## src/rtl/seq_scan_ctrl_pkg.sv

```systemverilog
// Shared encodings and helpers for the "1001" sequence scan controller.
package seq_scan_ctrl_pkg;

  typedef enum logic [1:0] {
    IDLE   = 2'd0,
    SHIFT  = 2'd1,
    REPORT = 2'd2
  } ctrl_state_t;

  typedef enum logic [1:0] {
    S0 = 2'd0,
    S1 = 2'd1,
    S2 = 2'd2,
    S3 = 2'd3
  } det_state_t;

  function automatic int clog2(input int v);
    int r;
    r = 0;
    while ((1 << r) < v) r = r + 1;
    return r;
  endfunction

endpackage

```

## src/rtl/seq_scan_ctrl_det.sv

```systemverilog
// Overlapping Mealy detector for the serial pattern "1001"; advances only when en is high.
module seq_det_core
  import seq_scan_ctrl_pkg::*;
(
  input  logic       clk,
  input  logic       rst,
  input  logic       en,
  input  logic       clr,
  input  logic       data_bit,
  output logic       match,
  output det_state_t state
);

  det_state_t state_next;

  always_comb begin
    state_next = S0;
    case (state)
      S0: state_next = data_bit ? S1 : S0;
      S1: state_next = data_bit ? S1 : S2;
      S2: state_next = data_bit ? S1 : S3;
      S3: state_next = data_bit ? S1 : S0;
      default: state_next = S0;
    endcase
  end

  assign match = en && (state == S3) && data_bit;

  always_ff @(posedge clk or negedge rst) begin
    if (!rst) begin
      state <= S0;
    end else if (clr) begin
      state <= S0;
    end else if (en) begin
      state <= state_next;
    end
  end

endmodule

```

## src/rtl/seq_scan_ctrl.sv

```systemverilog
// Word-serial "1001" scanner: accepts a word, shifts it MSB first through the
// detector, then holds the per-word match count until downstream takes it.
module seq_scan_ctrl
  import seq_scan_ctrl_pkg::*;
#(
  parameter int W         = 8,
  parameter int KEEP_HIST = 0,
  parameter int TOT_W     = 16,
  localparam int CNT_W    = clog2(W + 1)
) (
  input  logic             clk,
  input  logic             rst,
  input  logic             in_valid,
  output logic             in_ready,
  input  logic [W-1:0]     in_data,
  input  logic             clear_hist,
  output logic             out_valid,
  input  logic             out_ready,
  output logic [CNT_W-1:0] out_count,
  output logic [TOT_W-1:0] total_count
);

  localparam int IDX_W = clog2(W);

  ctrl_state_t      state_reg;
  logic [W-1:0]     shift_reg;
  logic [IDX_W-1:0] idx_reg;

  logic       accept;
  logic       det_en;
  logic       det_clr;
  logic       det_match;
  logic       hit;
  det_state_t det_state;

  assign in_ready = (state_reg == IDLE);
  assign accept   = in_valid && in_ready;
  assign det_en   = (state_reg == SHIFT);
  // Without history, every accepted word restarts the detector from S0.
  assign det_clr  = (state_reg == IDLE) && (clear_hist || (accept && (KEEP_HIST == 0)));
  assign hit      = det_match && (det_state == S3);

  seq_det_core u_det (
    .clk      (clk),
    .rst      (rst),
    .en       (det_en),
    .clr      (det_clr),
    .data_bit (shift_reg[W-1]),
    .match    (det_match),
    .state    (det_state)
  );

  always_ff @(posedge clk or negedge rst) begin
    if (!rst) begin
      state_reg   <= IDLE;
      shift_reg   <= '0;
      idx_reg     <= '0;
      out_valid   <= 1'b0;
      out_count   <= '0;
      total_count <= '0;
    end else begin
      case (state_reg)
        IDLE: begin
          if (accept) begin
            shift_reg <= in_data;
            idx_reg   <= IDX_W'(W - 1);
            out_count <= '0;
            state_reg <= SHIFT;
          end
        end
        SHIFT: begin
          shift_reg <= {shift_reg[W-2:0], 1'b0};
          if (hit) begin
            out_count <= out_count + CNT_W'(1);
            if (total_count != {TOT_W{1'b1}}) begin
              total_count <= total_count + TOT_W'(1);
            end
          end
          if (idx_reg == '0) begin
            state_reg <= REPORT;
            out_valid <= 1'b1;
          end else begin
            idx_reg <= idx_reg - IDX_W'(1);
          end
        end
        REPORT: begin
          if (out_ready) begin
            state_reg <= IDLE;
            out_valid <= 1'b0;
          end
        end
        default: begin
          state_reg <= IDLE;
          out_valid <= 1'b0;
        end
      endcase
    end
  end

endmodule
```

## config.mk

```make
export PLATFORM = sky130hd
export DESIGN_NAME = seq_scan_ctrl
export DESIGN_NICKNAME = d
export VERILOG_FILES = /design/src/rtl/seq_scan_ctrl_pkg.sv /design/src/rtl/seq_scan_ctrl_det.sv /design/src/rtl/seq_scan_ctrl.sv
export SDC_FILE = /design/constraint.sdc
export NUM_CORES = 1
export LEC_CHECK = 0
export CAP_MARGIN = 20
export CORE_ASPECT_RATIO = 0.6
export CORE_MARGIN = 4
export CORE_UTILIZATION = 55
export CTS_CLUSTER_SIZE = 28
export DETAILED_ROUTE_END_ITERATION = 10
export PLACE_DENSITY = 0.93
export SLEW_MARGIN = 20
export SYNTH_ARGS = -nofsm -noshare
export SYNTH_HDL_FRONTEND = slang
export SYNTH_SLANG_ARGS = --single-unit
```

## constraint.sdc

```tcl
create_clock -name clk -period 3.58 [get_ports clk]
set_input_delay 0.537 -clock clk [delete_from_list [all_inputs] [get_ports clk]]
set_output_delay 0.537 -clock clk [all_outputs]
set_load 0.01 [all_outputs]
```

## Yosys cells after proc, flatten, opt, wreduce, memory -nomap -nowiden

Index checks and enable logic that the tools add are counted.

- Flip-flop bits (word level): 36
- Output and inout port bits: 22
- Logic and storage cells: 61

- Add/subtract/negate cells: 3
- Equality and inequality tests: 11
- Multiplexer cells: 21
- Bitwise logic cells: 1
- Reduce and logical (&&, ||, !) cells: 18

Operators with widths:

| cell | number |
|---|---|
| 16-bit by 1-bit adder with 16-bit output, second input constant | 1 |
| 16-bit inequality test, second input constant | 1 |
| 8-bit one-hot mux with 2 select lines | 1 |
| 3-bit AND reduction | 5 |
| 2-bit two-way mux | 7 |
| 2-bit one-hot mux with 3 select lines | 2 |
| 4-bit two-way mux | 2 |
| 8-bit two-way mux | 1 |
| 2-bit inequality test, second input constant | 4 |
| 4-bit one-hot mux with 2 select lines | 1 |
| 2-bit == test, second input constant | 3 |
| 3-bit two-way mux | 2 |
| 3-bit one-hot mux with 2 select lines | 1 |
| 1-bit logical AND | 5 |
| 4-bit by 1-bit adder with 4-bit output, second input constant | 1 |
| 2-bit by 1-bit == test with 1-bit output, second input constant | 2 |
| 2-bit zero test | 2 |
| 2-bit nonzero test | 2 |
| 3-bit zero test | 1 |
| 1-bit two-way mux | 3 |
| 1-bit one-hot mux with 3 select lines | 1 |
| 3-bit by 1-bit subtractor with 3-bit output, second input constant | 1 |
| 2-bit by 1-bit inequality test with 1-bit output, second input constant | 1 |
| 2-bit AND reduction | 1 |
| other kinds (3) | 3 |

## Longest topological paths before layout

- Depth after elaboration: 6
- Mapped depth: 7

## Cells and area by module

A second synthesis with hierarchy kept.

- Cell total of the unflattened synthesis: 183
- Area, all modules: 1844.3 µm²

Modules (own cells, without submodules):

| module | times used | cells an instance | area an instance (µm²) |
|---|---|---|---|
| seq_scan_ctrl | 1 | 168 | 1690.4 |
| seq_det_core | 1 | 15 | 153.9 |

## Worst setup path before layout

No wires, ideal clock.

- Path kind: reg-to-reg
- Start: reg total_count[0]
- End: reg total_count[15]
- Library setup time: 0.079 ns
- Data arrival time: 1.662 ns
- Data required time: 3.501 ns
- Slack: 1.839 ns
- Stages on the path, launching flop included: 7
- Buffers on the path: 0
- Period minus slack after synthesis: 1.741 ns
- Cells stage by stage: dfrtp_1 -> ha_1 -> nand4_1 -> nor4_4 -> nor4_4 -> and4_1 -> xor2_1

- Cells in the longest elaborated chain, start to end: 2
- Elaborated cells on any way between the ends: 3

RTL lines:

| element | line | source |
|---|---|---|
| start: declaration | seq_scan_ctrl.sv:20 | `output logic [TOT_W-1:0] total_count` |
| start signal: assignment | seq_scan_ctrl.sv:76 | `total_count <= total_count + TOT_W'(1);` |
| parallel branches: the longest is 2 deep, another holds 16-bit by 1-bit adder with 16-bit output | n/a |  |

Parallel ways; which one is timed is not known.
A chain may end at the register's enable or synchronous reset.

## Worst setup path after layout

- Start: reg state_reg[1]
- End: out in_ready

- Cells in the longest elaborated chain, start to end: 1

RTL lines:

| element | line | source |
|---|---|---|
| start: declaration | seq_scan_ctrl.sv:25 | `ctrl_state_t state_reg;` |
| start signal: assignment | seq_scan_ctrl.sv:55 | `state_reg <= IDLE;` |
| start signal: assignment | seq_scan_ctrl.sv:68 | `state_reg <= SHIFT;` |
| start signal: assignment | seq_scan_ctrl.sv:80 | `state_reg <= REPORT;` |
| 2-bit zero test | seq_scan_ctrl.sv:36 | `assign in_ready = (state_reg == IDLE);` |
| end: declaration | seq_scan_ctrl.sv:14 | `output logic in_ready,` |

No other way between the ends.

==> key figures <==
Global route
  – Met1 Resource Use GR: 30.4%
  – Vias in the first global route: 1,602
  – Global-route wire length before repair: 7.58 mm
  – Initial antenna violation count: 0
  – Global route hottest layer: met2
  – GRT Util Overall: 24.3%
  – Met3 Resource Use GR: 7.44%
  – Routing usage on met2: 37.3%
  – Global route overflow: 0
  – Largest net degree at the start of global routing: 37

Synthesis
  – Seq cells post-synth: 36
  – Area contributors post-synth: dfrtp_1 (51%), xnor2_1 (5.4%), o21ai_0 (5.3%)
  – XOR/XNOR Fraction of Synth Area: 8.35%
  – Main combinational cell family by area after synthesis: simple AND/OR/NAND/NOR gates
  – Post-synthesis cell area: 1780 um2
  – Compound-Gate Fraction of Synth Area: 11.9%
  – Register area share after synthesis: 50.5%
  – Post-Syn Nets: 194
  – Ys Warns: 0
  – Syn avg cell area: 10.2 um2
  – Post-synth top area share: 50.5%
  – Post-Synth Adder-Cell Area: 4.91%
  – Unique masters post-synth: 31
  – Simple-gate share of the synthesized area: 20.5%
  – Post-synthesis mux area share: 0.842%
  – Area leader, netlist: dfrtp_1
  – Post-synthesis cell count: 174

Setup path
  – FF-to-FF Start: state_reg[0]
  – Crit path kind: reg2out
  – Crit end category: primary output
  – Crit path launch type: flop
  – Largest delay contributor family on the critical path: flip-flops
  – CP arrival: 1660 ps
  – Worst path bufs/invs: 1
  – Worst endpoint required time: 3040 ps
  – Crit path max fanout: 20
  – CP max stage cell: dfrtp_1
  – Worst R2R Path Depth: 5
  – Max stage delay on crit path: 620 ps
  – R2R setup slack: 1430 ps
  – RR Endpoint: total_count[15]
  – CP cell instances: nor2_1, clkdlybuf4s50_1

Clock tree
  – Setup Buffers After CTS: 0
  – Reg clk slew, reported paths: 70 ps
  – H-tree depth: 2
  – CTS tree: built
  – Max clock buf depth: 2
  – Clock latency on the worst-skew pair: 290 ps
  – Cts hold-fix bufs: 0
  – CTS resizes: 0
  – Root Driver: clkbuf_8
  – CTS buffer count: 5
  – CTS sink count: 36

Timing
  – RSZ-0062 raised after global routing: false
  – Final worst path period share: 61.3%
  – Final hold violations: 0
  – Rel. slew slack: 50.0%
  – Crit path time final: 2200 ps
  – Final Max Slew Viols: 0
  – Clock Skew: 4.12 ps
  – Worst slew pin tran: 749 ps
  – Setup tns final: 0 ps
  – FMAX: 0.456 GHz
  – Final setup fails: 0

Place
  – Dpl cells: 246
  – Hpwl dp: 3.25 mm
  – IO Port Bufs: 34
  – Global placer's final weighted congestion: 0.901

Floorplanning
  – Core ar.: 2980 um2
  – Die width: 81.5 um
  – Initial Util: 59.7%
  – Die Height: 52.1 um
  – I/O Pins: 35
  – Row count: 15
  – Die area: 4250 um2

Layout
  – Antenna cells: 0
  – Fin cells: 253
  – Max reg flops: 16
  – Final net count: 231
  – Area delta synth->final: 25.8%
  – Share of layout cells above drive strength 1: 6.64%

Routing
  – DRC viols: 0
  – Iter 0 DRT Violations: 100
  – Total iterations of the first detailed-routing run: 4
  – Drt total wl: 4.38 mm
  – DR vias: 1,494
  – Vias/cell: 5.91
  – Routed len/inst: 17.3 um
  – Post-route ant nets: 0

Power and ir drop
  – Power density cells: 589 nW/um2
  – Static Leak: 0.00101 uW
  – VDD IR-drop max: 0.000386 V
  – Tot Pwr: 1320 uW

Hold path
  – Hold path depth: 2
  – Hold crit path type: reg2reg
  – Hold_sp: shift_reg[2]
  – Hold EP: shift_reg[2]

Job
  – Total of max-cap violations: 0

Status
  – Status: complete, no violations
-- cell usage in the layout (no fill, tap or decap), types with 6 or more instances in the layout --
master / netlist / routed
inv_1: 9 / 9
clkdlybuf4s50_1: 0 / 34
xnor2_1: 11 / 11
a22oi_1: 9 / 9
o21ai_0: 19 / 19
ha_1: 7 / 7
xor2_1: 6 / 6
nand2_1: 23 / 23
dfrtp_1: 36 / 36
nor2_1: 8 / 8
nand4_1: 6 / 6
nand3_1: 7 / 7
-- worst max-delay path by stage --
stage | startpoint | end | slack, ps | cells after the start
finish | state_reg[1] | in_ready | 1380 | 2
global route | state_reg[1] | in_ready | 1290 | 2
CTS | state_reg[1] | in_ready | 1400 | 2
detailed placement | state_reg[0] | total_count[15] | 1490 | 5
global placement | state_reg[0] | total_count[15] | 1630 | 5
floorplan | total_count[0] | total_count[15] | 1840 | 6
-- worst min-delay path: cells and delay by family (launching register included) --
kind               cells  cell delay (ps)
and+or+nand+nor        1               50
AOI/OAI and AO/OA      1               60
DFF                    1              350
-- area by class of cell --
| cell class | instances | area, um2 |
|---|---|---|
| Sequential cell | 36 | 901 |
| Multi-Input combinational cell | 124 | 830 |
| Fill cell | 185 | 742 |
| Timing Repair Buffer | 35 | 348 |
| Clock buffer | 6 | 72.6 |
| Tap cell | 42 | 52.6 |
| Inverter | 9 | 33.8 |
| Clock inverter | 1 | 5.00 |
-- cells by family (layout without fill, tap and decap cells) --
| group | after synthesis | after routing |
|---|---|---|
| compound gates | 36 | 36 |
| xor+xnor | 17 | 17 |
| fa+ha+maj | 7 | 7 |
| buf+inv | 14 | 51 |
| flops | 36 | 36 |
| mux | 1 | 1 |
| simple gates | 63 | 63 |
-- metrics by stage --
stage | setup WS (ps) | util, % | hold slack, ps | instance area, um2
CTS | 1400 | 75.1 | 494 | 2240
global route | 1290 | 75.1 | 507 | 2240
global placement | 1630 | 72.5 | 464 | 2160
floorplan | 1840 | - | 241 | 1780
detailed placement | 1490 | 72.5 | 478 | 2160
finish | 1380 | 75.1 | 490 | 2240
-- Yosys cell counts --
master / count
and4_1: 1
nand3_1: 7
o31a_1: 1
dfrtp_1: 36
clkbuf_1: 5
o21ai_0: 19
nand2b_1: 1
nand4_1: 6
nor2_1: 8
xor2_1: 6
nor3b_1: 1
nor3_1: 2
o21bai_1: 1
nand3_4: 1
a22oi_1: 9
nor4_4: 2
inv_1: 9
and3_1: 2
nor2_2: 1
nor2b_1: 4
mux2_4: 1
o31ai_1: 1
o22ai_1: 1
nand2_1: 23
nand3b_1: 1
a21oi_1: 4
nand4_2: 1
xnor2_1: 11
and2_1: 1
ha_1: 7
nor2b_4: 1
-- power by group --
group	switching [uW]	leakage [uW]	internal, uW
Clock	142	0.0000410	132
Combinational	219	0.000496	203
Sequential	122	0.000475	503
-- routing by layer --
layer | share of wire (%) | wire (um)
met5 | 0 | 0
met3 | 5.1 | 224
met1 | 44 | 1940
met2 | 47 | 2060
met4 | 3.7 | 162
Note: power is estimated with default switching activity, not from simulation.
